==> src/rtl/seq_program_loader.sv <==
// Boot loader: frames a host byte stream into 16-bit instructions, writes them to instruction
// memory and brackets the load with core stop/start pulses. Optional CHK byte: LOADER_CHECKSUM_EN.
module seq_program_loader #(
    parameter int ADDRESS_SIZE     = 10,
    parameter int INSTRUCTION_SIZE = 16,
    parameter int HALT_CYCLES      = 2
) (
    input  logic                        i_clk,
    input  logic                        i_rst_n,
    input  logic                        i_byte_valid,
    input  logic [7:0]                  i_byte,
    output logic                        o_byte_ready,
    output logic                        o_imem_write,
    output logic [ADDRESS_SIZE-1:0]     o_imem_address,
    output logic [INSTRUCTION_SIZE-1:0] o_imem_data,
    output logic                        o_sys_stop,
    output logic                        o_sys_start,
    output logic                        o_busy,
    output logic                        o_done,
    output logic                        o_error
);

    localparam int                CNT_W     = ADDRESS_SIZE + 1;
    localparam int                HALT_W    = (HALT_CYCLES > 1) ? $clog2(HALT_CYCLES) : 1;
    localparam logic [HALT_W-1:0] HALT_LAST = HALT_W'(HALT_CYCLES - 1);
    localparam logic [16:0]       MAX_WORDS = 17'(1 << ADDRESS_SIZE);

    typedef enum logic [3:0] {
        ST_IDLE    = 4'd0,
        ST_HALT    = 4'd1,
        ST_LEN_LO  = 4'd2,
        ST_LEN_HI  = 4'd3,
        ST_DATA_LO = 4'd4,
        ST_DATA_HI = 4'd5,
        ST_START   = 4'd6,
        ST_ERROR   = 4'd7
`ifdef LOADER_CHECKSUM_EN
        , ST_CHK   = 4'd8
`endif
    } state_t;

`ifdef LOADER_CHECKSUM_EN
    localparam state_t ST_AFTER_DATA = ST_CHK;
`else
    localparam state_t ST_AFTER_DATA = ST_START;
`endif

    state_t                        state_r;
    state_t                        state_next_s;
    logic [HALT_W-1:0]             halt_cnt_r;
    logic [7:0]                    lo_r;
    logic [CNT_W-1:0]              n_words_r;
    logic [CNT_W-1:0]              word_idx_r;
`ifdef LOADER_CHECKSUM_EN
    logic [7:0]                    xor_r;
`endif
    logic                          ready_r;
    logic                          write_r;
    logic [ADDRESS_SIZE-1:0]       addr_r;
    logic [INSTRUCTION_SIZE-1:0]   data_r;
    logic                          stop_r;
    logic                          start_r;
    logic                          busy_r;
    logic                          error_r;
    logic                          xfer_s;
    logic                          last_word_s;
    logic [15:0]                   len_word_s;

    assign xfer_s      = i_byte_valid && ready_r;
    assign len_word_s  = {i_byte, lo_r};
    assign last_word_s = (word_idx_r == (n_words_r - CNT_W'(1)));

    function automatic logic accepts_bytes(input state_t s);
        case (s)
            ST_LEN_LO, ST_LEN_HI, ST_DATA_LO, ST_DATA_HI: accepts_bytes = 1'b1;
`ifdef LOADER_CHECKSUM_EN
            ST_CHK:                                       accepts_bytes = 1'b1;
`endif
            default:                                      accepts_bytes = 1'b0;
        endcase
    endfunction

    // State register
    always_ff @(posedge i_clk or negedge i_rst_n) begin
        if (!i_rst_n) begin
            state_r <= ST_IDLE;
        end else begin
            state_r <= state_next_s;
        end
    end

    // Next-state decode; ERROR is absorbing until reset
    always_comb begin
        state_next_s = state_r;
        case (state_r)
            ST_IDLE: begin
                if (i_byte_valid) state_next_s = ST_HALT;
                else              state_next_s = ST_IDLE;
            end
            ST_HALT: begin
                if (halt_cnt_r == HALT_LAST) state_next_s = ST_LEN_LO;
                else                         state_next_s = ST_HALT;
            end
            ST_LEN_LO: begin
                if (xfer_s) state_next_s = ST_LEN_HI;
                else        state_next_s = ST_LEN_LO;
            end
            ST_LEN_HI: begin
                if (!xfer_s)                         state_next_s = ST_LEN_HI;
                else if ({1'b0, len_word_s} > MAX_WORDS) state_next_s = ST_ERROR;
                else if (len_word_s == 16'd0)        state_next_s = ST_AFTER_DATA;
                else                                 state_next_s = ST_DATA_LO;
            end
            ST_DATA_LO: begin
                if (xfer_s) state_next_s = ST_DATA_HI;
                else        state_next_s = ST_DATA_LO;
            end
            ST_DATA_HI: begin
                if (!xfer_s)         state_next_s = ST_DATA_HI;
                else if (last_word_s) state_next_s = ST_AFTER_DATA;
                else                 state_next_s = ST_DATA_LO;
            end
`ifdef LOADER_CHECKSUM_EN
            ST_CHK: begin
                if (!xfer_s)              state_next_s = ST_CHK;
                else if (i_byte == xor_r) state_next_s = ST_START;
                else                      state_next_s = ST_ERROR;
            end
`endif
            ST_START: state_next_s = ST_IDLE;
            ST_ERROR: state_next_s = ST_ERROR;
            default:  state_next_s = ST_IDLE;
        endcase
    end

    // Framing datapath: halt timer, byte latch, word count and index
    always_ff @(posedge i_clk or negedge i_rst_n) begin
        if (!i_rst_n) begin
            halt_cnt_r <= '0;
            lo_r       <= 8'h00;
            n_words_r  <= '0;
            word_idx_r <= '0;
`ifdef LOADER_CHECKSUM_EN
            xor_r      <= 8'h00;
`endif
        end else begin
            case (state_r)
                ST_IDLE: begin
                    halt_cnt_r <= '0;
                    word_idx_r <= '0;
`ifdef LOADER_CHECKSUM_EN
                    xor_r      <= 8'h00;
`endif
                end
                ST_HALT: halt_cnt_r <= halt_cnt_r + HALT_W'(1);
                ST_LEN_LO: begin
                    if (xfer_s) lo_r <= i_byte;
                end
                ST_LEN_HI: begin
                    if (xfer_s) n_words_r <= CNT_W'(len_word_s);
                end
                ST_DATA_LO: begin
                    if (xfer_s) begin
                        lo_r  <= i_byte;
`ifdef LOADER_CHECKSUM_EN
                        xor_r <= xor_r ^ i_byte;
`endif
                    end
                end
                ST_DATA_HI: begin
                    if (xfer_s) begin
                        word_idx_r <= word_idx_r + CNT_W'(1);
`ifdef LOADER_CHECKSUM_EN
                        xor_r      <= xor_r ^ i_byte;
`endif
                    end
                end
                default: ;
            endcase
        end
    end

    // Registered outputs; the write strobe lands the cycle after the high byte is taken
    always_ff @(posedge i_clk or negedge i_rst_n) begin
        if (!i_rst_n) begin
            ready_r <= 1'b0;
            write_r <= 1'b0;
            addr_r  <= '0;
            data_r  <= '0;
            stop_r  <= 1'b0;
            start_r <= 1'b0;
            busy_r  <= 1'b0;
            error_r <= 1'b0;
        end else begin
            ready_r <= accepts_bytes(state_next_s);
            write_r <= (state_r == ST_DATA_HI) && xfer_s;
            if ((state_r == ST_DATA_HI) && xfer_s) begin
                addr_r <= word_idx_r[ADDRESS_SIZE-1:0];
                data_r <= INSTRUCTION_SIZE'({i_byte, lo_r});
            end
            stop_r  <= (state_r == ST_IDLE) && i_byte_valid;
            start_r <= (state_r == ST_START);
            busy_r  <= (state_next_s != ST_IDLE) && (state_next_s != ST_ERROR);
            error_r <= (state_next_s == ST_ERROR);
        end
    end

    assign o_byte_ready   = ready_r;
    assign o_imem_write   = write_r;
    assign o_imem_address = addr_r;
    assign o_imem_data    = data_r;
    assign o_sys_stop     = stop_r;
    assign o_sys_start    = start_r;
    assign o_done         = start_r;
    assign o_busy         = busy_r;
    assign o_error        = error_r;

endmodule
==> config.mk <==
export PLATFORM = sky130hd
export DESIGN_NAME = seq_program_loader
export DESIGN_NICKNAME = d
export VERILOG_FILES = /design/src/rtl/seq_program_loader.sv
export SDC_FILE = /design/constraint.sdc
export NUM_CORES = 1
export LEC_CHECK = 0
export BUFFER_PORTS_ARGS = -buffer_cell sky130_fd_sc_hd__buf_4
export CAP_MARGIN = 5
export CORE_UTILIZATION = 23
export CTS_CLUSTER_SIZE = 24
export DETAILED_ROUTE_END_ITERATION = 8
export HOLD_SLACK_MARGIN = 0.03
export MAX_ROUTING_LAYER = met4
export PLACE_DENSITY = 0.44
export RECOVER_POWER = 100
export SETUP_SLACK_MARGIN = 0.5
export SLEW_MARGIN = 20
export SYNTH_ARGS = -nofsm -noshare
export SYNTH_HDL_FRONTEND = slang
export SYNTH_SLANG_ARGS = --single-unit
export TNS_END_PERCENT = 10
==> constraint.sdc <==
create_clock -name i_clk -period 3.4 [get_ports i_clk]
set_input_delay 0.17 -clock i_clk [delete_from_list [all_inputs] [get_ports i_clk]]
set_output_delay 0.17 -clock i_clk [all_outputs]
set_load 0.01 [all_outputs]
==> impl_metrics.csv <==
group,metric,value,unit
worst_setup_path,endpoint_kind,"flip-flop",
cts,max-clock-path-buffers,2,
sta,min_period_over_period,82.7,%
power_and_ir_drop,power_density,843,nW/um2
cts,cts_tree,"yes",
cts,clk_latency,0.33,ns
synth,ys.flop_type,"dfrtp_1",
placement,place_congestion,0.770,
synth,synth.top_cells.by_count,"nand2_1 (97), dfrtp_1 (66), nor2_1 (17)",
cts,path_clk_slew,0.06,ns
finish,drive_above_1_share,12.7,%
routing,vias,2350,
finish,nNetsFinal,378,
routing,route.detailed.drc,0,
worst_setup_path,worst-path-max-fanout,6,
global_routing,grt_first_pass_wirelength,12700,um
finish,antennaDiodeCount,0,
global_routing,track_usage,12.2,%
floorplan,num_rows,41,
routing,totalWireLength,7560,um
placement,dp_hpwl,5230,um
routing,drtIter0Drc,74,
sta,hold_violations,0,
worst_setup_path,crit_arrival,3.07,ns
floorplan,num_io_pins,44,
cts,cts.root.buffer_cell,"clkbuf_16",
routing,viasPerCell,4.34,
synth,synth_area_leader_cell,"dfrtp_1",
cts,post_cts.repair.setup_buffers,0,
synth,avgSynthCellArea,9.66,um2
synth,syn-num-nets,331,
global_routing,antenna_found_initial,0,
sta,fin_setup_tns,0,ns
sta,post-route-min-period,2.81,ns
cts,cts_buffers,9,
global_routing,grt_pass1_vias,2412,
hold_path,hp-class,"input pin to flip-flop",
global_routing,grt_max_degree,67,
global_routing,overflow,0,
worst_setup_path,start_kind,"flip-flop",
cts,cts.sinks,66,
routing,first_pass_iters,4,
sta,worst_clock_skew,0.00586,ns
run_status,status,"finished with violations",
synth,synth_seq_cells,66,
floorplan,coreArea,12800,um2
placement,post-place-ws,0.751,ns
worst_setup_path,crit_required,3.66,ns
run_status,violations,"max-capacitance violations, max-slew violations",
synth,ys_seq_area_share,53.7,%
sta,rsz0062_at_grt,"no",
synth,synth_edf_count,0,
cts,cts_htree_levels,3,
floorplan,fp.dieW,118,um
synth,synth_cell_type_count,43,
synth,synth_top_area_share,53.7,%
placement,port_buffers,43,
floorplan,start_util,24.0,%
synth,synth_cells,318,
sta,max_freq,0.356,GHz
sta,setup_viol,0,
synth,yosys_warnings,0,
synth,synth_area_leaders,"dfrtp_1 (54%), nand2_1 (12%), mux2_2 (5.9%)",
finish,fin_util,29.3,%
sta,final-max-slew-violation-count,67,
power_and_ir_drop,p_leak,1.70,nW
floorplan,chipHeight,118,um
synth,synth-async-reset-ratio,100,%
sta,worstMarginPinSlew,1.68,ns
synth,synthesis.area,3070,um2
sta,slew_headroom,-12.2,%
worst_setup_path,crit_type,"flip-flop to flip-flop",
power_and_ir_drop,ir_worst_vdd,0.263,mV
floorplan,dieArea,13800,um2
sta,fin_ws,0.589,ns
finish,areaGrowthSynthToFinish,22.2,%
routing,wire_per_inst,13.9,um
routing,drt.antenna.violating_nets,0,
synth,yosysMostFrequentCell,"nand2_1",
job,max-cap-violations,1,
## layer usage
layer | track usage, % | part of all wire [%]
met4 | 4.33 | 1.4
met3 | 3.49 | 3.0
met2 | 19.0 | 47
met5 | - | 0
met1 | 15.0 | 49
## report_power, final
part / switching, mW / internal (mW)
Clock: 0.355 / 0.588
Combinational: 0.516 / 0.424
Sequential: 0.257 / 1.02
## registers in the layout, indices dropped and copies added (netlist names)
name            flops
o_error             1
n_words_r          11
word_idx_r         11
lo_r                8
o_sys_stop          1
o_imem_data        16
halt_cnt_r          1
o_imem_write        1
state_r             3
o_done              1
o_byte_ready        1
o_imem_address     10
o_busy              1
## through the flow
stage / cell area [um2] / cells / power (mW) / hold slack, ns
after global routing: 3760 / 542 / 3.39 / 0.0591
after detailed placement: 3600 / 525 / 2.38 / 0.354
after global placement: 3600 / 525 / 2.36 / 0.354
after floorplan: 3070 / 318 / 1.97 / -0.126
final: 3760 / 542 / 3.17 / 0.0435
after CTS: 3910 / 542 / 3.35 / 0.0326
## repair_timing
| action | CTS | global route |
|---|---|---|
| hold buffers | 1 | 0 |
| resized for setup | 0 | 0 |
| hold endpoints to repair | 66 | 0 |
## worst paths after layout
path | from | to | slack (ns) | depth (start not counted)
min in group asynchronous | i_rst_n | o_imem_address[5]$_DFFE_PN0P_ | 0.84 | 2
setup reg to reg | n_words_r[0]$_DFFE_PN0P_ | o_byte_ready$_DFF_PN0_ | 0.59 | 8
max in group asynchronous | i_rst_n | o_error$_DFF_PN0_ | 1.57 | 2
setup / recovery | n_words_r[0]$_DFFE_PN0P_ | o_byte_ready$_DFF_PN0_ | 0.59 | 8
hold / removal | i_byte[5] | o_imem_data[13]$_DFFE_PN0P_ | 0.04 | 3
hold reg to reg | o_imem_address[2]$_DFFE_PN0P_ | o_imem_address[2]$_DFFE_PN0P_ | 0.47 | 2
## layout make-up
class / instances / area, um2
Clock buffer: 10 / 239
Tap cell: 172 / 215
Fill cell: 1422 / 9070
Inverter: 7 / 26.3
Sequential cell: 66 / 1650
Timing Repair Buffer: 50 / 240
Clock inverter: 6 / 65.1
Multi-Input combinational cell: 231 / 1320
## cells in the final DEF, fill, tap and decap left out, types with 8 or more instances in the layout
cell type and instances:
o21ai_0 10, clkbuf_1 36, nor2_1 17, nand2_1 97, xnor2_1 15, mux2_2 16, buf_4 12, clkbuf_16 9
dfrtp_1 66, nor3_1 8, nand3_1 8
## critical path, stage by stage (launching register included)
cell and delay (ns):
dfrtp_1 0.41, inv_1 0.09, ha_1 0.25, or4b_1 0.58, or4_1 0.53, o311ai_0 0.13
nor2_2 0.06, o41ai_1 0.53, xnor2_1 0.17
## kinds of logic (layout without fill, tap and decap cells)
kind of cell | count (synthesis) | in the layout | synth area share [%]
xor+xnor | 22 | 22 | 6.27
buf+inv | 21 | 73 | 2.73
fa+ha+maj | 2 | 2 | 0.814
flops | 66 | 66 | 53.7
simple gates | 158 | 158 | 22.7
compound gates | 33 | 33 | 7.86
mux | 16 | 16 | 5.86
No activity file was read; power rests on OpenSTA's default activity.
